### config.mk
export PLATFORM = sky130hd
export DESIGN_NAME = spirw_master_flat
export DESIGN_NICKNAME = d
export VERILOG_FILES = /design/src/rtl/spirw_master_if.sv /design/src/rtl/spirw_master.sv /design/src/flat_wrapper.sv
export SDC_FILE = /design/constraint.sdc
export NUM_CORES = 1
export LEC_CHECK = 0
export ABC_CLOCK_PERIOD_IN_PS = 5100
export BUFFER_PORTS_ARGS = -buffer_cell sky130_fd_sc_hd__buf_4
export CORE_MARGIN = 2
export CORE_UTILIZATION = 60
export DETAILED_ROUTE_END_ITERATION = 10
export HOLD_SLACK_MARGIN = 0.12
export PLACE_DENSITY = 0.94
export RECOVER_POWER = 50
export SKIP_LAST_GASP = 1
export SYNTH_ARGS = -nofsm -noshare
export SYNTH_HDL_FRONTEND = slang
export SYNTH_SLANG_ARGS = --single-unit
### constraint.sdc
create_clock -name clock -period 5.1 [get_ports clock]
set_input_delay 0.255 -clock clock [delete_from_list [all_inputs] [get_ports clock]]
set_output_delay 0.255 -clock clock [all_outputs]
set_load 0.005 [all_outputs]
### src/rtl/spirw_master_if.sv
// spirw_master_if: request, payload and SPI pin bundle for spirw_master.
// master modport is the engine side, slave modport the user/pin side.
interface spirw_master_if #(
    parameter int C_ADDR_BITS = 32
);
    logic                   i_start;
    logic                   i_rd;
    logic [C_ADDR_BITS-1:0] i_addr;
    logic [15:0]            i_len;
    logic [7:0]             i_wdata;
    logic                   o_wdata_req;
    logic [7:0]             o_rdata;
    logic                   o_rdata_valid;
    logic                   o_busy;
    logic                   o_done;
    logic                   o_csn;
    logic                   o_sclk;
    logic                   o_mosi;
    logic                   i_miso;

    modport master (
        input  i_start, i_rd, i_addr, i_len, i_wdata, i_miso,
        output o_wdata_req, o_rdata, o_rdata_valid,
        output o_busy, o_done, o_csn, o_sclk, o_mosi
    );

    modport slave (
        output i_start, i_rd, i_addr, i_len, i_wdata, i_miso,
        input  o_wdata_req, o_rdata, o_rdata_valid,
        input  o_busy, o_done, o_csn, o_sclk, o_mosi
    );
endinterface

### src/rtl/spirw_master.sv
// spirw_master: SPI mode-0 command/address/data frame engine, MSB first.
// Define SPIRW_MASTER_MISO_SYNC_EN to add a 2-flop MISO synchronizer.
module spirw_master #(
    parameter int C_CLK_DIV   = 4,
    parameter int C_ADDR_BITS = 32
) (
    input  logic            clock,
    input  logic            R_reset,
    spirw_master_if.master  bus
);
    localparam int AB = C_ADDR_BITS / 8;
    localparam int HW = C_ADDR_BITS + 8;
    localparam logic [7:0] DIV_LAST = 8'(C_CLK_DIV - 1);

    localparam logic [1:0] S_IDLE  = 2'd0;
    localparam logic [1:0] S_SETUP = 2'd1;
    localparam logic [1:0] S_SHIFT = 2'd2;
    localparam logic [1:0] S_HOLD  = 2'd3;

    logic [1:0]    state;
    logic [7:0]    div_cnt;
    logic [2:0]    bit_idx;
    logic [7:0]    sh;
    logic [HW-1:0] hdr;
    logic [2:0]    hdr_left;
    logic [15:0]   pay_left;
    logic          rd_q;
    logic          in_pay;
    logic [7:0]    rx;
    logic          rx_last;
    logic          csn;
    logic          sclk;
    logic          busy;
    logic          done;
    logic [7:0]    rdata;
    logic          rvalid;
    logic          miso_in;

    // Sample point inside the high phase, counted from the rising edge
`ifdef SPIRW_MASTER_MISO_SYNC_EN
    localparam logic [7:0] SMP = 8'd2;
    logic miso_s1;
    logic miso_s2;

    always_ff @(posedge clock) begin
        if (R_reset) begin
            miso_s1 <= 1'b0;
            miso_s2 <= 1'b0;
        end else begin
            miso_s1 <= bus.i_miso;
            miso_s2 <= miso_s1;
        end
    end

    assign miso_in = miso_s2;
`else
    localparam logic [7:0] SMP = 8'd0;
    assign miso_in = bus.i_miso;
`endif

    logic phase_end;
    logic last_bit;
    logic hdr_next;
    logic pay_next;
    logic smp;

    assign phase_end = (div_cnt == DIV_LAST);
    assign last_bit  = (bit_idx == 3'd7);
    assign hdr_next  = (hdr_left != 3'd0);
    assign pay_next  = !hdr_next && (pay_left != 16'd0);
    assign smp = (state == S_SHIFT) && sclk && (div_cnt == SMP)
               && in_pay && rd_q;

    assign bus.o_wdata_req = (state == S_SHIFT) && sclk && phase_end
                           && last_bit && pay_next && !rd_q;
    assign bus.o_csn         = csn;
    assign bus.o_sclk        = sclk;
    assign bus.o_mosi        = sh[7];
    assign bus.o_busy        = busy;
    assign bus.o_done        = done;
    assign bus.o_rdata       = rdata;
    assign bus.o_rdata_valid = rvalid;

    always_ff @(posedge clock) begin
        if (R_reset) begin
            state    <= S_IDLE;
            div_cnt  <= '0;
            bit_idx  <= '0;
            sh       <= '0;
            hdr      <= '0;
            hdr_left <= '0;
            pay_left <= '0;
            rd_q     <= 1'b0;
            in_pay   <= 1'b0;
            rx       <= '0;
            rx_last  <= 1'b0;
            csn      <= 1'b1;
            sclk     <= 1'b0;
            busy     <= 1'b0;
            done     <= 1'b0;
            rdata    <= '0;
            rvalid   <= 1'b0;
        end else begin
            done    <= 1'b0;
            rvalid  <= rx_last;
            rx_last <= 1'b0;
            if (rx_last) rdata <= rx;
            if (smp) begin
                rx      <= {rx[6:0], miso_in};
                rx_last <= last_bit;
            end

            case (state)
                S_IDLE: begin
                    if (bus.i_start) begin
                        if (bus.i_len == 16'd0) begin
                            done <= 1'b1;
                        end else begin
                            state    <= S_SETUP;
                            csn      <= 1'b0;
                            busy     <= 1'b1;
                            div_cnt  <= '0;
                            bit_idx  <= '0;
                            rd_q     <= bus.i_rd;
                            in_pay   <= 1'b0;
                            sh       <= {7'd0, bus.i_rd};
                            hdr      <= {bus.i_addr, 8'h00};
                            hdr_left <= 3'(AB) + {2'd0, bus.i_rd};
                            pay_left <= bus.i_len;
                        end
                    end
                end
                S_SETUP: begin
                    if (phase_end) begin
                        div_cnt <= '0;
                        state   <= S_SHIFT;
                    end else begin
                        div_cnt <= div_cnt + 8'd1;
                    end
                end
                S_SHIFT: begin
                    if (!phase_end) begin
                        div_cnt <= div_cnt + 8'd1;
                    end else begin
                        div_cnt <= '0;
                        sclk    <= ~sclk;
                        // End of a high phase: advance to the next bit
                        if (sclk) begin
                            bit_idx <= bit_idx + 3'd1;
                            unique case (1'b1)
                                !last_bit: sh <= {sh[6:0], 1'b0};
                                last_bit && hdr_next: begin
                                    sh       <= hdr[HW-1 -: 8];
                                    hdr      <= {hdr[HW-9:0], 8'h00};
                                    hdr_left <= hdr_left - 3'd1;
                                end
                                last_bit && pay_next: begin
                                    sh       <= rd_q ? 8'h00 : bus.i_wdata;
                                    pay_left <= pay_left - 16'd1;
                                    in_pay   <= 1'b1;
                                end
                                default: begin
                                    sh    <= '0;
                                    state <= S_HOLD;
                                end
                            endcase
                        end
                    end
                end
                S_HOLD: begin
                    if (phase_end) begin
                        div_cnt <= '0;
                        state   <= S_IDLE;
                        csn     <= 1'b1;
                        busy    <= 1'b0;
                        done    <= 1'b1;
                    end else begin
                        div_cnt <= div_cnt + 8'd1;
                    end
                end
                default: state <= S_IDLE;
            endcase
        end
    end
endmodule
### src/flat_wrapper.sv
// flat-port wrapper written by rule: the top's interface ports become plain ports
module spirw_master_flat 
#(
    parameter int C_CLK_DIV   = 4,
    parameter int C_ADDR_BITS = 32
)
  (clock, R_reset, bus_i_start, bus_i_rd, bus_i_addr, bus_i_len, bus_i_wdata, bus_i_miso, bus_o_wdata_req, bus_o_rdata, bus_o_rdata_valid, bus_o_busy, bus_o_done, bus_o_csn, bus_o_sclk, bus_o_mosi);
  spirw_master_if #(.C_ADDR_BITS(C_ADDR_BITS)) bus_i ();
  input  logic clock;
  input  logic R_reset;
  input wire logic [$bits(bus_i.i_start)-1:0] bus_i_start;
  input wire logic [$bits(bus_i.i_rd)-1:0] bus_i_rd;
  input wire logic [$bits(bus_i.i_addr)-1:0] bus_i_addr;
  input wire logic [$bits(bus_i.i_len)-1:0] bus_i_len;
  input wire logic [$bits(bus_i.i_wdata)-1:0] bus_i_wdata;
  input wire logic [$bits(bus_i.i_miso)-1:0] bus_i_miso;
  output wire logic [$bits(bus_i.o_wdata_req)-1:0] bus_o_wdata_req;
  output wire logic [$bits(bus_i.o_rdata)-1:0] bus_o_rdata;
  output wire logic [$bits(bus_i.o_rdata_valid)-1:0] bus_o_rdata_valid;
  output wire logic [$bits(bus_i.o_busy)-1:0] bus_o_busy;
  output wire logic [$bits(bus_i.o_done)-1:0] bus_o_done;
  output wire logic [$bits(bus_i.o_csn)-1:0] bus_o_csn;
  output wire logic [$bits(bus_i.o_sclk)-1:0] bus_o_sclk;
  output wire logic [$bits(bus_i.o_mosi)-1:0] bus_o_mosi;
  assign bus_i.i_start = bus_i_start;
  assign bus_i.i_rd = bus_i_rd;
  assign bus_i.i_addr = bus_i_addr;
  assign bus_i.i_len = bus_i_len;
  assign bus_i.i_wdata = bus_i_wdata;
  assign bus_i.i_miso = bus_i_miso;
  assign bus_o_wdata_req = bus_i.o_wdata_req;
  assign bus_o_rdata = bus_i.o_rdata;
  assign bus_o_rdata_valid = bus_i.o_rdata_valid;
  assign bus_o_busy = bus_i.o_busy;
  assign bus_o_done = bus_i.o_done;
  assign bus_o_csn = bus_i.o_csn;
  assign bus_o_sclk = bus_i.o_sclk;
  assign bus_o_mosi = bus_i.o_mosi;
  spirw_master #(.C_CLK_DIV(C_CLK_DIV), .C_ADDR_BITS(C_ADDR_BITS)) u_core (.clock(clock), .R_reset(R_reset), .bus(bus_i));
endmodule
# After elaboration in Yosys (flattened, before gate mapping)
# Index checks and enable logic that the tools add are counted.
# W data, S select, Z words.
# totals
out_inout_bits,15
ff_bits,104
inputBits,61
elab_cells,129
# op_classes
reduce_logical,32
addsub,5
muxes,58
bitwise,3
n_eq_ne,14
# op_table
op,n
$mux W40,5
$mux W16,5
$pmux W40 S2,1
$mux W8,8
$pmux W16 S2,1
$pmux W8 S2,2
$mux W3,9
$pmux W8 S3,1
$logic_not A16 Y1,1
$reduce_bool A16 Y1,1
$sub A16 B1 Y16 const B,1
$mux W2,7
$mux W1,12
$pmux W3 S2,2
$reduce_and A6 Y1,2
$logic_and A1 B1 Y1,11
$ne A2 B2 Y1 const B,5
$add A8 B1 Y8 const B,1
$eq A8 B2 Y1 const B,1
$logic_not A8 Y1,1
$ne A2 B1 Y1 const B,4
$pmux W1 S2,4
$pmux W2 S4,1
$reduce_and A7 Y1,1
17 further kinds,25

# Depth between registers and ports, before layout
# Gate-level depths: netlist of the first run.
# depth
ltp_word,9
ltp_mapped,11
ltp_nobuf,8

# Least setup slack after synthesis of the first run
# OpenSTA, ideal clock, no wires.
# synth_path
kind,register -> register
start,reg u_core.bit_idx[0]
end,reg u_core.hdr_left[2]
setup_ns,0.088
t_arrival_ns,2.081
n_path_buf,1
path_stages_with_launch,10
setup_slack_ns,2.931
required_time_ns,5.012
period_less_slack_ns,2.169
cell_sequence,dfxtp_1 > ha_1 > ha_1 > clkinv_1 > a21oi_1 > nand4_1 > a21oi_2 > buf_4 > nor2_1 > nor4_2
# synth_via
elab_chain_cells,4
# synth_rtl
element,line,source
"start, declared",spirw_master.sv:22,logic [2:0] bit_idx;
"start signal, assigned",spirw_master.sv:149,bit_idx <= bit_idx + 3'd1;
$eq A3 B3 Y1,spirw_master.sv:68,assign last_bit = (bit_idx == 3'd7);
named net u_core.last_bit,spirw_master.sv:62,logic last_bit;
$logic_and A1 B1 Y1,spirw_master.sv:152,last_bit && hdr_next: begin
$ne A2 B2 Y1 (no source line),-,
$reduce_and A6 Y1 (no source line),-,
"end signal, assigned",spirw_master.sv:128,"hdr_left <= 3'(AB) + {2'd0, bus.i_rd};"
"end signal, assigned",spirw_master.sv:155,hdr_left <= hdr_left - 3'd1;
"end, declared",spirw_master.sv:25,logic [2:0] hdr_left;
# The timed path passes the listed nets, and every way through them passes these cells.
# A chain may end at the register's enable or synchronous reset.

# Worst setup path after layout of the first run
# layout_path
start,reg u_core.state[0]
end,reg u_core.pay_left[11]
# layout_via
elab_chain_cells,3
word_cells_on_any_way,10
classes_between,eq/ne (6); mux (1); reduce/logical (3)
# layout_rtl
element,line,source
"start, declared",spirw_master.sv:20,logic [1:0] state;
"start signal, assigned",spirw_master.sv:86,state <= S_IDLE;
"start signal, assigned",spirw_master.sv:119,state <= S_SETUP;
"start signal, assigned",spirw_master.sv:136,state <= S_SHIFT;
$eq A2 B2 Y1 / $logic_not A2 Y1 (equally long branches),spirw_master.sv:113,case (state)
$ne A2 B1 Y1 (no source line) (tied with other cells),-,
$reduce_and A6 Y1 (no source line),-,
"end signal, assigned",spirw_master.sv:129,pay_left <= bus.i_len;
"end signal, assigned",spirw_master.sv:159,pay_left <= pay_left - 16'd1;
"end, declared",spirw_master.sv:26,logic [15:0] pay_left;
# Several ways; a longest one is shown, not always the timed one.

==> results of run 1 <==
==> cell usage in the layout (no fill, tap or decap), types with 13 or more instances in the layout <==
cell type | netlist | final
sky130_fd_sc_hd__a211oi_1 | 28 | 28
sky130_fd_sc_hd__a21oi_1 | 40 | 40
sky130_fd_sc_hd__buf_4 | 3 | 64
sky130_fd_sc_hd__clkbuf_4 | 0 | 13
sky130_fd_sc_hd__dfxtp_1 | 96 | 96
sky130_fd_sc_hd__ha_1 | 13 | 13
sky130_fd_sc_hd__inv_1 | 14 | 14
sky130_fd_sc_hd__mux2i_1 | 38 | 38
sky130_fd_sc_hd__nand2_1 | 56 | 56
sky130_fd_sc_hd__nand3_1 | 13 | 13
sky130_fd_sc_hd__nand3b_1 | 13 | 13
sky130_fd_sc_hd__nor2_1 | 63 | 63
sky130_fd_sc_hd__o21ai_0 | 22 | 23
==> per-stage QoR <==
| step | std cells | setup slack [ps] |
|---|---|---|
| floorplan | 548 | 2930 |
| detailed placement | 691 | 2130 |
| global placement | 691 | 2220 |
| finish | 707 | 1230 |
| global route | 707 | 896 |
| CTS | 707 | 2030 |
==> how the worst max path moves through the flow <==
stage / from / slack (ps) / cells after the start / to
6_report: u_core.state[0]$_SDFFE_PP0P_ / 1230 / 9 / u_core.pay_left[11]$_SDFFE_PP0P_
5_1_grt: u_core.state[0]$_SDFFE_PP0P_ / 900 / 9 / u_core.pay_left[9]$_SDFFE_PP0P_
4_1_cts: u_core.state[0]$_SDFFE_PP0P_ / 2030 / 9 / u_core.pay_left[9]$_SDFFE_PP0P_
3_5_place_dp: u_core.state[0]$_SDFFE_PP0P_ / 2130 / 9 / u_core.pay_left[8]$_SDFFE_PP0P_
3_3_place_gp: u_core.state[0]$_SDFFE_PP0P_ / 2220 / 9 / u_core.pay_left[1]$_SDFFE_PP0P_
2_1_floorplan: u_core.bit_idx[0]$_SDFFE_PP0P_ / 2930 / 9 / u_core.hdr_left[2]$_SDFFE_PP0P_
==> final cells by class <==
cell class / instances / area (µm²)
fillers: 567 / 2260
clock inverters: 7 / 58.8
multi-input cells: 400 / 2520
clock buffers: 9 / 124
repair buffers: 78 / 582
inverters: 15 / 56.3
flip-flops and latches: 96 / 1920
well taps: 102 / 128
==> layer usage <==
layer | GRT usage | up-vias | share of wire
met4 | 0.112 | 0 | 0.027
met1 | 0.323 | 2028 | 0.41
li1 | - | 2071 | -
met2 | 0.444 | 161 | 0.50
met5 | 0 | - | 0
met3 | 0.0394 | 29 | 0.056
==> logic make-up after synthesis <==
logic type               Yosys count
flip-flops                        96
adder cells (fa/ha/maj)           13
buffers and inverters             52
multiplexers                      40
XOR/XNOR                           8
AO/OA/AOI/OAI                    127
AND/OR/NAND/NOR                  212
==> critical path, delay by kind of cell (launching register included) <==
family / cells / cell delay [ps]
buffers and inverters: 3 / 1070
DFF: 1 / 340
AOI/OAI and AO/OA: 4 / 1000
and+or+nand+nor: 1 / 180
adders and majority gates: 1 / 1150
==> sequential cells by signal, indices dropped and copies added, names as in the netlist, 2 cells and up <==
register and cells:
u_core.state 2, u_core.bus.o_rdata 8, u_core.pay_left 16, u_core.rx 8, u_core.hdr_left 3, u_core.hdr 32, u_core.bit_idx 3, u_core.sh 8
u_core.div_cnt 8
==> power breakdown <==
part | total, mW | internal (mW) | switching (mW)
clock network | 0.455 | 0.182 | 0.274
registers | 1.05 | 0.928 | 0.125
logic | 1.24 | 0.477 | 0.760
total | 2.75 | 1.59 | 1.16
==> reports/summary.log, run 1 <==
INFO  global_route   gr-total-overflow=0
INFO  yosys          share_of_cell_area_taken_by_muxes_after_synthesis=0.0863
INFO  die            placeableCoreArea=7650µm²
INFO  layout         final_area=5390µm²
INFO  layout         final_design_utilization=0.705
INFO  critical_path  start_kind=flop
INFO  critical_path  setup_slack_reg_to_reg=1230ps
INFO  timing         final.setup.tns=0ps
INFO  critical_path  worstSetupPathType=flop to flop
INFO  die            die_height=92.2µm
INFO  critical_path  max_incr_delay_on_cp=1150ps
INFO  cts            clkTransAtPathRegs=100ps
INFO  yosys          synth_fa_ha_area_frac=0.0348
INFO  detailed_routing detail_route.wirelength=11000µm
INFO  cts            post_cts_resized=0
INFO  detailed_routing drt_first_iter_violations=282
INFO  timing         finalSetupViolCount=0
INFO  timing         rsz0062_at_grt=no
INFO  critical_path  cp_common_cell=sky130_fd_sc_hd__buf_4
INFO  yosys          dominant_combinational_cell_family_by_area_after_synthesis=simple AND/OR/NAND/NOR gates
INFO  power_and_ir_drop totalPowerFinal=2.75mW
INFO  yosys          synth_area=4670µm²
INFO  detailed_routing drc=0
INFO  yosys          syn_area_per_cell=8.52µm²
INFO  cts            cts_tree=yes
INFO  yosys          yosys.area.top_type=sky130_fd_sc_hd__dfxtp_1
INFO  detailed_routing drt-pass1-iter-count=5
INFO  placement      placement.io_buffers=75
INFO  min_path       min_delay_worst_endpoint=u_core.hdr[13]$_SDFFE_PP0P_
INFO  timing         report.final.hold_viol_count=0
INFO  die            initial_core_util=0.610
INFO  critical_path  worstReg2RegStart=u_core.state[0]$_SDFFE_PP0P_
INFO  yosys          yosys-top-cells-area=sky130_fd_sc_hd__dfxtp_1 41%, sky130_fd_sc_hd__mux2i_1 8.1%, sky130_fd_sc_hd__nor2_1 5.1%
INFO  min_path       holdCritPathClass=primary input to flop
INFO  cts            cts_htree_levels=3
INFO  cts            clock_path_buffers=2
INFO  flow_run       max_cap_viol_count=0
INFO  timing         worst-slew-pin-transition=1440ps
INFO  yosys          synth.lib_cells_used.distinct=55
INFO  run_status     run_status=finished, final reports clean
INFO  power_and_ir_drop leakagePower=2.00nW
INFO  min_path       hp-start=bus_i_addr[5]
INFO  cts            clock-sinks=96
INFO  die            ioPinCount=76
INFO  layout         antenna-diode-count=0
INFO  detailed_routing drt-vias-per-instance=6.07
INFO  yosys          synth_largest_type_area_fraction=0.412
INFO  timing         final.min_clock_period=3870ps
INFO  yosys          area_share_of_xor_xnor_cells_in_the_synthesized_design=0.0150
INFO  die            dieWidth=92.2µm
INFO  yosys          synth_compound_area_frac=0.176
INFO  yosys          synthesis.instances=548
INFO  min_path       count_of_cells_along_the_worst_hold_path=3
INFO  critical_path  worstReg2RegEnd=u_core.pay_left[11]$_SDFFE_PP0P_
INFO  yosys          ys_dominant_reg_cell=sky130_fd_sc_hd__dfxtp_1
INFO  critical_path  required_time_of_the_critical_path=5370ps
INFO  critical_path  crit_chain=inv_1, ha_1, buf_4, nor2_1, o2bb2ai_1, buf_4, a21o_1, a21oi_1, o32ai_1
INFO  yosys          synth-seq-area-share=0.412
INFO  cts            worst_skew_pair.late_latency=370ps
INFO  yosys          number_of_flip_flops_and_latches_in_the_synthesized_netlist=96
INFO  timing         clock_skew=9.51ps
INFO  placement      last_weighted_congestion_value_of_the_routability_driven_placer=0.876
INFO  die            die_area=8500µm²
INFO  cts            post-cts-setup-buffer-count=0
INFO  placement      place.detailed.hpwl=7640µm
INFO  cts            number_of_buffers_inserted_during_clock_tree_synthesis=9
INFO  cts            clock_tree.root_cell=sky130_fd_sc_hd__clkbuf_8
INFO  yosys          synthesis.yosys.warnings=0
INFO  critical_path  critical_path_peak_fanout=46
INFO  layout         fin_nets=674
INFO  power_and_ir_drop vdd.ir_drop.worst=0.260mV
INFO  timing         final.period_utilization=0.758
INFO  yosys          yosysMostFrequentCell=sky130_fd_sc_hd__dfxtp_1
INFO  critical_path  r2r_cells=9
INFO  global_route   antenna_violations_before_repair=0
INFO  detailed_routing route.vias.total=4289
INFO  yosys          post_synth_edffs=0
INFO  layout         syn_to_final_growth=15.5%
INFO  detailed_routing wire_per_inst=15.5µm
INFO  yosys          postSynth.asyncResetShare=0
INFO  critical_path  timing.critical_path.arrival=4130ps
INFO  critical_path  nature_of_the_critical_path_endpoint=flop
INFO  critical_path  slowest_cp_cell=sky130_fd_sc_hd__ha_1
INFO  timing         holdWs=156ps
INFO  timing         timing_max_transition_violations_final=0
INFO  detailed_routing drt.antenna.violating_nets=0
INFO  yosys          postSynthNetCount=622
INFO  power_and_ir_drop power_per_cell_area=510nW/µm²
INFO  placement      placed_cell_area=5240µm²
INFO  layout         post_route_cells_drive_above_1_share=0.164
INFO  global_route   first_global_vias=3922
INFO  global_route   grt_start_max_net_pins=83
INFO  yosys          synth_commonest_cells=96 x sky130_fd_sc_hd__dfxtp_1, 63 x sky130_fd_sc_hd__nor2_1, 56 x sky130_fd_sc_hd__nand2_1
INFO  global_route   grt_pass1_wl=17900µm
INFO  timing         relSlewSlack=0.0404
INFO  yosys          synth_simple_gate_area_frac=0.230
INFO  die            rows=32
INFO  cts            cts_hold_buffers=0
INFO  timing         maxClockFrequency=0.259GHz
INFO  global_route   globalRouteTotalUtil=0.259
Note: power is estimated with default switching activity, not from simulation.
==> run 2, diff against run 1 <==
- ABC_AREA: default -> 1
- ABC_CLOCK_PERIOD_IN_PS: 5100 -> 4000
- CORE_UTILIZATION: 60 -> 57
- PLACE_DENSITY: 0.94 -> 0.9
- clock period: 5.1 -> 4 ns (I/O delays scaled with it)
==> reports/summary.log, run 2 <==
INFO  die            rows=34 [+6.3%]
INFO  critical_path  r2r_cells=11 [+2]
INFO  critical_path  worstReg2RegEnd=u_core.hdr[8]$_SDFFE_PP0P_
INFO  layout         mostFrequentLayoutCells=260 x sky130_fd_sc_hd__nand2_1, 151 x sky130_fd_sc_hd__nor2_1, 96 x sky130_fd_sc_hd__dfxtp_1, 66 x sky130_fd_sc_hd__buf_4, 55 x sky130_fd_sc_hd__o21ai_0
INFO  detailed_routing wirelength_met1=5420µm [+19%]
INFO  detailed_routing wl_met2=5930µm [+7.6%]
INFO  global_route   gr-total-overflow=0 [unchanged]
INFO  cts            number_of_buffers_inserted_during_clock_tree_synthesis=9 [unchanged]
INFO  critical_path  timing.critical_path.arrival=3330ps [-800 ps]
INFO  cts            cts_tree=yes
INFO  power_and_ir_drop leakagePower=2.83nW [+41%]
INFO  power_and_ir_drop power_per_cell_area=706nW/µm² [+39%]
INFO  cts            clock_path_buffers=2 [unchanged]
INFO  timing         final.min_clock_period=3030ps [-835 ps]
INFO  run_status     run_status=finished, final reports clean
INFO  timing         timing_max_transition_violations_final=0 [unchanged]
INFO  yosys          yosysMostFrequentCell=sky130_fd_sc_hd__nand2_1
INFO  global_route   grt_start_max_net_pins=46 [-45%]
INFO  yosys          ys_dominant_reg_cell=sky130_fd_sc_hd__dfxtp_1
INFO  yosys          synthesis.yosys.warnings=0 [unchanged]
INFO  detailed_routing drt.antenna.violating_nets=0 [unchanged]
INFO  critical_path  crit_chain=inv_1, ha_1, buf_4, nand2_1, inv_1, nand3_1, nand2_1, nand3_1, inv_1, nand3_1, a21oi_1
INFO  placement      placement.io_buffers=75 [unchanged]
INFO  flow_run       max_cap_viol_count=0 [unchanged]
INFO  placement      placed_cell_area=5670µm² [+8.2%]
INFO  critical_path  critical_path_peak_fanout=45 [-2.2%]
INFO  timing         worst-slew-pin-transition=758ps [-682 ps]
INFO  die            ioPinCount=76 [unchanged]
INFO  global_route   grt_pass1_wl=20300µm [+13%]
INFO  yosys          syn_area_per_cell=6.47µm² [-24%]
INFO  yosys          synth_commonest_cells=259 x sky130_fd_sc_hd__nand2_1, 151 x sky130_fd_sc_hd__nor2_1, 96 x sky130_fd_sc_hd__dfxtp_1
INFO  yosys          synthesis.instances=788 [+44%]
INFO  layout         nFillCells=775 [+37%]
INFO  timing         maxClockFrequency=0.330GHz [+28%]
INFO  timing         finalSetupViolCount=0 [unchanged]
INFO  placement      place.detailed.hpwl=8490µm [+11%]
INFO  yosys          synth_area=5090µm² [+9.1%]
INFO  critical_path  slowest_cp_cell=sky130_fd_sc_hd__nand3_1
INFO  global_route   first_global_vias=4643 [+18%]
INFO  die            die_area=9710µm² [+14%]
INFO  layout         layout_commonest_cell=sky130_fd_sc_hd__nand2_1
INFO  timing         relSlewSlack=0.494 [+0.453]
INFO  timing         final.setup.tns=0ps [unchanged]
INFO  cts            clock_tree.root_cell=sky130_fd_sc_hd__clkbuf_8
INFO  global_route   antenna_violations_before_repair=0 [unchanged]
INFO  critical_path  worstSetupPathType=flop to flop
INFO  timing         final.period_utilization=0.758 [about the same]
INFO  layout         largest_register=u_core.hdr
INFO  min_path       holdCritPathClass=primary input to flop
INFO  critical_path  max_incr_delay_on_cp=510ps [-640 ps]
INFO  layout         final_area=5920µm² [+9.7%]
INFO  detailed_routing drt-vias-per-instance=5.29 [-13%]
INFO  cts            post-cts-setup-buffer-count=0 [unchanged]
INFO  detailed_routing dr.max_layer_used=met4
INFO  power_and_ir_drop vdd.ir_drop.worst=0.310mV [+19%]
INFO  yosys          postSynthNetCount=862 [+39%]
INFO  cts            post_cts_resized=0 [unchanged]
INFO  yosys          synth.lib_cells_used.distinct=39 [-29%]
INFO  yosys          synth-seq-area-share=0.377 [-0.0345]
INFO  detailed_routing drc=0 [unchanged]
INFO  detailed_routing drt-pass1-iter-count=5 [unchanged]
INFO  layout         post_route_cells_drive_above_1_share=0.145 [-0.0188]
INFO  timing         rsz0062_at_grt=no
INFO  placement      last_weighted_congestion_value_of_the_routability_driven_placer=0.891 [+1.7%]
INFO  yosys          yosys-top-cells-area=sky130_fd_sc_hd__dfxtp_1 38%, sky130_fd_sc_hd__nand2_1 19%, sky130_fd_sc_hd__nor2_1 11%
INFO  layout         largest_register_ff_count=32 [unchanged]
INFO  die            initial_core_util=0.587 [-0.0234]
INFO  critical_path  start_kind=flop
INFO  detailed_routing met3_routed_wirelength=660µm [+7.3%]
INFO  critical_path  required_time_of_the_critical_path=4300ps [-1070 ps]
INFO  detailed_routing detail_route.wirelength=12300µm [+12%]
INFO  yosys          synth_largest_type_area_fraction=0.377 [-0.0345]
INFO  critical_path  nature_of_the_critical_path_endpoint=flop
INFO  min_path       count_of_cells_along_the_worst_hold_path=5 [+2]
INFO  detailed_routing route.vias.total=5135 [+20%]
INFO  min_path       min_delay_worst_endpoint=u_core.hdr[29]$_SDFFE_PP0P_
INFO  critical_path  setup_slack_reg_to_reg=970ps [-260 ps]
INFO  detailed_routing wire_per_inst=12.6µm [-19%]
INFO  layout         multi_input_comb_area=2790µm² [+11%]
INFO  cts            worst_skew_pair.late_latency=370ps [about the same]
INFO  timing         report.final.hold_viol_count=0 [unchanged]
INFO  layout         syn_to_final_growth=16.1%
INFO  yosys          post_synth_edffs=0 [unchanged]
INFO  layout         antenna-diode-count=0 [unchanged]
INFO  critical_path  worstReg2RegStart=u_core.state[0]$_SDFFE_PP0P_
INFO  yosys          yosys.area.top_type=sky130_fd_sc_hd__dfxtp_1
INFO  detailed_routing drt_first_iter_violations=300 [+6.4%]
INFO  die            dieWidth=98.5µm [+6.9%]
INFO  min_path       hp-start=bus_i_addr[21]
INFO  cts            cts_htree_levels=3 [unchanged]
INFO  layout         top_regs=u_core.hdr: 32 flops, u_core.pay_left: 16 flops
INFO  yosys          postSynth.asyncResetShare=0 [unchanged]
INFO  timing         clock_skew=14.0ps [+4.45 ps]
INFO  global_route   globalRouteTotalUtil=0.251 [-0.00769]
INFO  yosys          number_of_flip_flops_and_latches_in_the_synthesized_netlist=96 [unchanged]
INFO  die            die_height=98.5µm [+6.9%]
INFO  cts            clkTransAtPathRegs=110ps [about the same]
INFO  layout         layout.area.seq=1920µm² [unchanged]
INFO  cts            clock-sinks=96 [unchanged]
INFO  layout         fin_nets=932 [+38%]
INFO  die            placeableCoreArea=8680µm² [+13%]
[run 2: changes by cell type after synthesis, sizes merged, moves of 16 or more]
cell	before	now
a211oi	28	0
clkbuf	28	12
inv	14	49
mux2i	38	0
nand2	56	266
nand3	13	31
nor2	63	158
o21ai	23	68
[run 2: logic make-up (layout without fill, tap and decap cells)]
| kind of cell | count (synthesis) | count (layout) | share of synthesized area |
|---|---|---|---|
| flip-flops | 96 | 96 | 0.377 |
| AO/OA/AOI/OAI | 112 | 112 | 0.118 |
| XOR/XNOR | 6 | 6 | 0.0103 |
| adder cells (fa/ha/maj) | 13 | 13 | 0.0319 |
| AND/OR/NAND/NOR | 481 | 481 | 0.394 |
| buffers and inverters | 80 | 155 | 0.0680 |
[run 2: stage by stage]
step	total power, mW	hold slack (ps)	utilization	cells	worst slack, ps
6_report	4.18	150	0.682	971	970
2_1_floorplan	3.20	276	-	788	2220
4_1_cts	4.20	122	0.685	970	1320
5_1_grt	4.54	151	0.682	971	695
3_3_place_gp	3.49	453	0.654	946	1480
3_5_place_dp	3.56	455	0.654	946	1360
[run 2: worst max-delay path, delay by kind of cell (launching register included)]
kind,cells,cell delay (ps)
AND/OR/NAND/NOR,5,1070
AO/OA/AOI/OAI,1,180
buffers and inverters,4,1150
flip-flops,1,350
adder cells (fa/ha/maj),1,190
[run 2: worst max-delay path by stage]
stage	start	slack, ps	endpoint
6_report	u_core.state[0]$_SDFFE_PP0P_	970	u_core.hdr[8]$_SDFFE_PP0P_
3_5_place_dp	u_core.state[0]$_SDFFE_PP0P_	1360	u_core.hdr_left[2]$_SDFFE_PP0P_
3_3_place_gp	u_core.state[0]$_SDFFE_PP0P_	1480	u_core.hdr_left[2]$_SDFFE_PP0P_
5_1_grt	u_core.state[0]$_SDFFE_PP0P_	700	u_core.hdr[8]$_SDFFE_PP0P_
4_1_cts	u_core.state[0]$_SDFFE_PP0P_	1320	u_core.hdr_left[2]$_SDFFE_PP0P_
2_1_floorplan	u_core.state[0]$_SDFFE_PP0P_	2220	u_core.hdr[26]$_SDFFE_PP0P_
[run 2: area by class of cell]
class	instances	share of cell area
Multi-Input combinational cell	612	0.471
Tap cell	108	0.0228
Inverter	50	0.0317
Timing Repair Buffer	89	0.117
Clock buffer	10	0.0233
Sequential cell	96	0.325
Clock inverter	6	0.00930
[run 2: routing by layer]
layer,vias up,track usage
met3,23,0.0390
li1,2625,-
met2,152,0.428
met5,-,0
met4,0,0.0991
met1,2335,0.321
[run 2: power by group]
part           switching [mW]  total (mW)  leakage [nW]  internal, mW
sequential              0.182        1.40         0.785          1.22
clock                   0.376       0.634         0.100         0.258
combinational            1.43        2.14          1.94         0.710
[run 2: what timing repair did]
action / in CTS / in global routing
setup endpoints to repair: 0 / 0
hold buffers: 8 / 1
hold endpoints to repair: 8 / 1
==> run 3, diff against run 2 <==
- ABC_AREA: 1 -> 0
- ABC_CLOCK_PERIOD_IN_PS: 4000 -> 2900
- CORE_UTILIZATION: 57 -> 56
- PLACE_DENSITY: 0.9 -> 0.89
- clock period: 4 -> 2.9 ns (I/O delays scaled with it)
==> reports/summary.log, run 3 (synthesis gave the netlist of run 1 again) <==
INFO  power_and_ir_drop power_per_cell_area=893nW/µm² [+27%]
INFO  cts            clock_path_buffers=2 [unchanged]
INFO  critical_path  worstReg2RegEnd=u_core.hdr[39]$_SDFFE_PP0P_
INFO  layout         layout.area.seq=1920µm² [unchanged]
INFO  power_and_ir_drop totalPowerFinal=5.18mW [+24%]
INFO  global_route   grt_start_max_net_pins=82 [+78%]
INFO  cts            clkTransAtPathRegs=90ps [-20 ps]
INFO  layout         largest_register_ff_count=32 [unchanged]
INFO  placement      placement.setup.worst_slack=180ps [-1180 ps]
INFO  timing         relSlewSlack=0.440 [-0.0536]
INFO  critical_path  critical_path_peak_fanout=9 [-80%]
INFO  global_route   grt_pass1_wl=19200µm [-5.5%]
INFO  detailed_routing drc=0 [unchanged]
INFO  detailed_routing detail_route.wirelength=11800µm [-3.6%]
INFO  power_and_ir_drop leakagePower=2.17nW [-23%]
INFO  global_route   global_route.usage.met3=0.0609 [+0.0219]
INFO  layout         layout_commonest_cell=sky130_fd_sc_hd__dfxtp_1
INFO  critical_path  worstReg2RegStart=u_core.div_cnt[3]$_SDFFE_PP0P_
INFO  timing         final.period_utilization=0.940
INFO  die            die_area=9080µm² [-6.5%]
INFO  detailed_routing wire_per_inst=15.9µm [+26%]
INFO  global_route   antenna_violations_before_repair=0 [unchanged]
INFO  cts            worst_skew_pair.late_latency=380ps [about the same]
INFO  cts            clock-sinks=96 [unchanged]
INFO  timing         setup_slack=175ps [-794 ps]
INFO  layout         top_regs=u_core.hdr: 32 flops, u_core.pay_left: 16 flops
INFO  cts            cts_htree_levels=3 [unchanged]
INFO  timing         final.min_clock_period=2720ps
INFO  critical_path  timing.critical_path.arrival=3020ps [-310 ps]
INFO  die            die_height=95.3µm [-3.3%]
INFO  layout         syn_to_final_growth=24.2%
INFO  die            dieWidth=95.3µm [-3.3%]
INFO  timing         rsz0062_at_grt=no
INFO  power_and_ir_drop vdd.ir_drop.worst=0.547mV [+77%]
INFO  layout         post_route_cells_drive_above_1_share=0.168 [+0.0231]
INFO  die            initial_core_util=0.574 [-0.0132]
INFO  timing         worst-slew-pin-transition=840ps [+82.5 ps]
INFO  min_path       min_delay_worst_endpoint=u_core.hdr[23]$_SDFFE_PP0P_
INFO  layout         multi_input_comb_area=2560µm² [-8.3%]
INFO  timing         maxClockFrequency=0.367GHz
INFO  die            rows=33 [-2.9%]
INFO  timing         clock_skew=11.0ps [-2.96 ps]
INFO  flow_run       max_cap_viol_count=0 [unchanged]
INFO  placement      last_weighted_congestion_value_of_the_routability_driven_placer=0.891 [about the same]
INFO  detailed_routing drt-vias-per-instance=5.95 [+12%]
INFO  cts            cts_tree=yes
INFO  critical_path  r2r_cells=7 [-4]
INFO  timing         finalSetupViolCount=0 [unchanged]
INFO  timing         final.setup.tns=0ps [unchanged]
INFO  layout         antenna-diode-count=0 [unchanged]
INFO  global_route   gr-usage-met2=0.454 [+0.0267]
INFO  cts            clock_tree.root_cell=sky130_fd_sc_hd__clkbuf_8
INFO  layout         mostFrequentLayoutCells=96 x sky130_fd_sc_hd__dfxtp_1, 65 x sky130_fd_sc_hd__buf_4, 63 x sky130_fd_sc_hd__nor2_1, 56 x sky130_fd_sc_hd__nand2_1, 40 x sky130_fd_sc_hd__a21oi_1
INFO  critical_path  slowest_cp_cell=sky130_fd_sc_hd__dlygate4sd3_1
INFO  detailed_routing route.vias.total=4412 [-14%]
INFO  layout         final_design_utilization=0.713 [+0.0309]
INFO  critical_path  worstSetupPathType=primary input to flop
INFO  placement      place.detailed.hpwl=7700µm [-9.3%]
INFO  layout         largest_register=u_core.hdr
INFO  layout         nFillCells=569 [-27%]
INFO  critical_path  start_kind=primary input
INFO  global_route   grt.met1_usage=0.331 [+0.0105]
INFO  run_status     run_status=finished, final reports clean
INFO  critical_path  setup_slack_reg_to_reg=180ps [-790 ps]
INFO  cts            post-cts-setup-buffer-count=0 [unchanged]
INFO  global_route   grt-busiest-layer=met2
INFO  min_path       hp-start=bus_i_addr[15]
INFO  critical_path  max_incr_delay_on_cp=540ps [+30 ps]
INFO  critical_path  crit_chain=dlygate4sd3_1, clkbuf_4, nor4_1, and4_1, o21a_1, clkbuf_1, o21ai_0, a21oi_1
INFO  min_path       holdCritPathClass=primary input to flop
INFO  critical_path  nature_of_the_critical_path_endpoint=flop
INFO  min_path       count_of_cells_along_the_worst_hold_path=3 [-2]
INFO  placement      placement.io_buffers=75 [unchanged]
INFO  detailed_routing drt.antenna.violating_nets=0 [unchanged]
INFO  cts            number_of_buffers_inserted_during_clock_tree_synthesis=9 [unchanged]
INFO  die            placeableCoreArea=8130µm² [-6.3%]
INFO  global_route   first_global_vias=4186 [-9.8%]
INFO  detailed_routing drt_first_iter_violations=427 [+42%]
INFO  global_route   gr-total-overflow=0 [unchanged]
INFO  global_route   globalRouteTotalUtil=0.268 [+0.0164]
INFO  timing         timing_max_transition_violations_final=0 [unchanged]
INFO  die            ioPinCount=76 [unchanged]
INFO  layout         fin_nets=706 [-24%]
INFO  detailed_routing drt-pass1-iter-count=9 [+4]
INFO  timing         report.final.hold_viol_count=0 [unchanged]
INFO  critical_path  required_time_of_the_critical_path=3200ps [-1100 ps]
[run 3: through the flow]
stage / cells / cell area (µm²) / hold slack, ps
after floorplan: 548 / 4670 / 281
after global placement: 699 / 5300 / 415
after detailed placement: 699 / 5300 / 427
after CTS: 741 / 5790 / 122
after global routing: 742 / 5800 / 131
final: 742 / 5800 / 131
[run 3: per-layer routing]
layer | wire length [µm] | vias to the layer above
met5 | 0 | -
li1 | - | 2132
met3 | 636 | 21
met1 | 4930 | 2101
met2 | 6020 | 158
met4 | 219 | 0
[run 3: worst max-delay path by stage]
stage	from	slack, ps	end
global route	u_core.div_cnt[3]$_SDFFE_PP0P_	10	u_core.hdr[39]$_SDFFE_PP0P_
detailed placement	u_core.state[1]$_SDFFE_PP0P_	180	u_core.pay_left[14]$_SDFFE_PP0P_
global placement	u_core.div_cnt[3]$_SDFFE_PP0P_	260	u_core.pay_left[12]$_SDFFE_PP0P_
floorplan	u_core.bit_idx[0]$_SDFFE_PP0P_	730	u_core.hdr_left[2]$_SDFFE_PP0P_
finish	bus_i_len[1]	180	u_core.div_cnt[3]$_SDFFE_PP0P_
CTS	u_core.pay_left[0]$_SDFFE_PP0P_	70	bus_o_wdata_req
[run 3: repair_timing]
item	in CTS	in global routing
hold buffers	26	1
setup endpoints to repair	0	11
endpoints found under the hold margin	26	1
gates resized for setup	0	4
[run 3: cell type report]
class,instances,share of cell area
clock buffers,11,0.0261
clock inverters,5,0.0147
inverters,15,0.00971
multi-input cells,400,0.441
flip-flops and latches,96,0.332
well taps,105,0.0227
repair buffers,110,0.154
[run 3: worst max-delay path: cells and delay by family]
family          cells  cell delay [ps]
compound gates      3              840
buf+inv             3             1040
simple gates        2              990
[run 3: power by group]
| part | internal, mW | switching [mW] |
|---|---|---|
| combinational | 0.909 | 1.37 |
| clock | 0.539 | 0.489 |
| sequential | 1.63 | 0.235 |
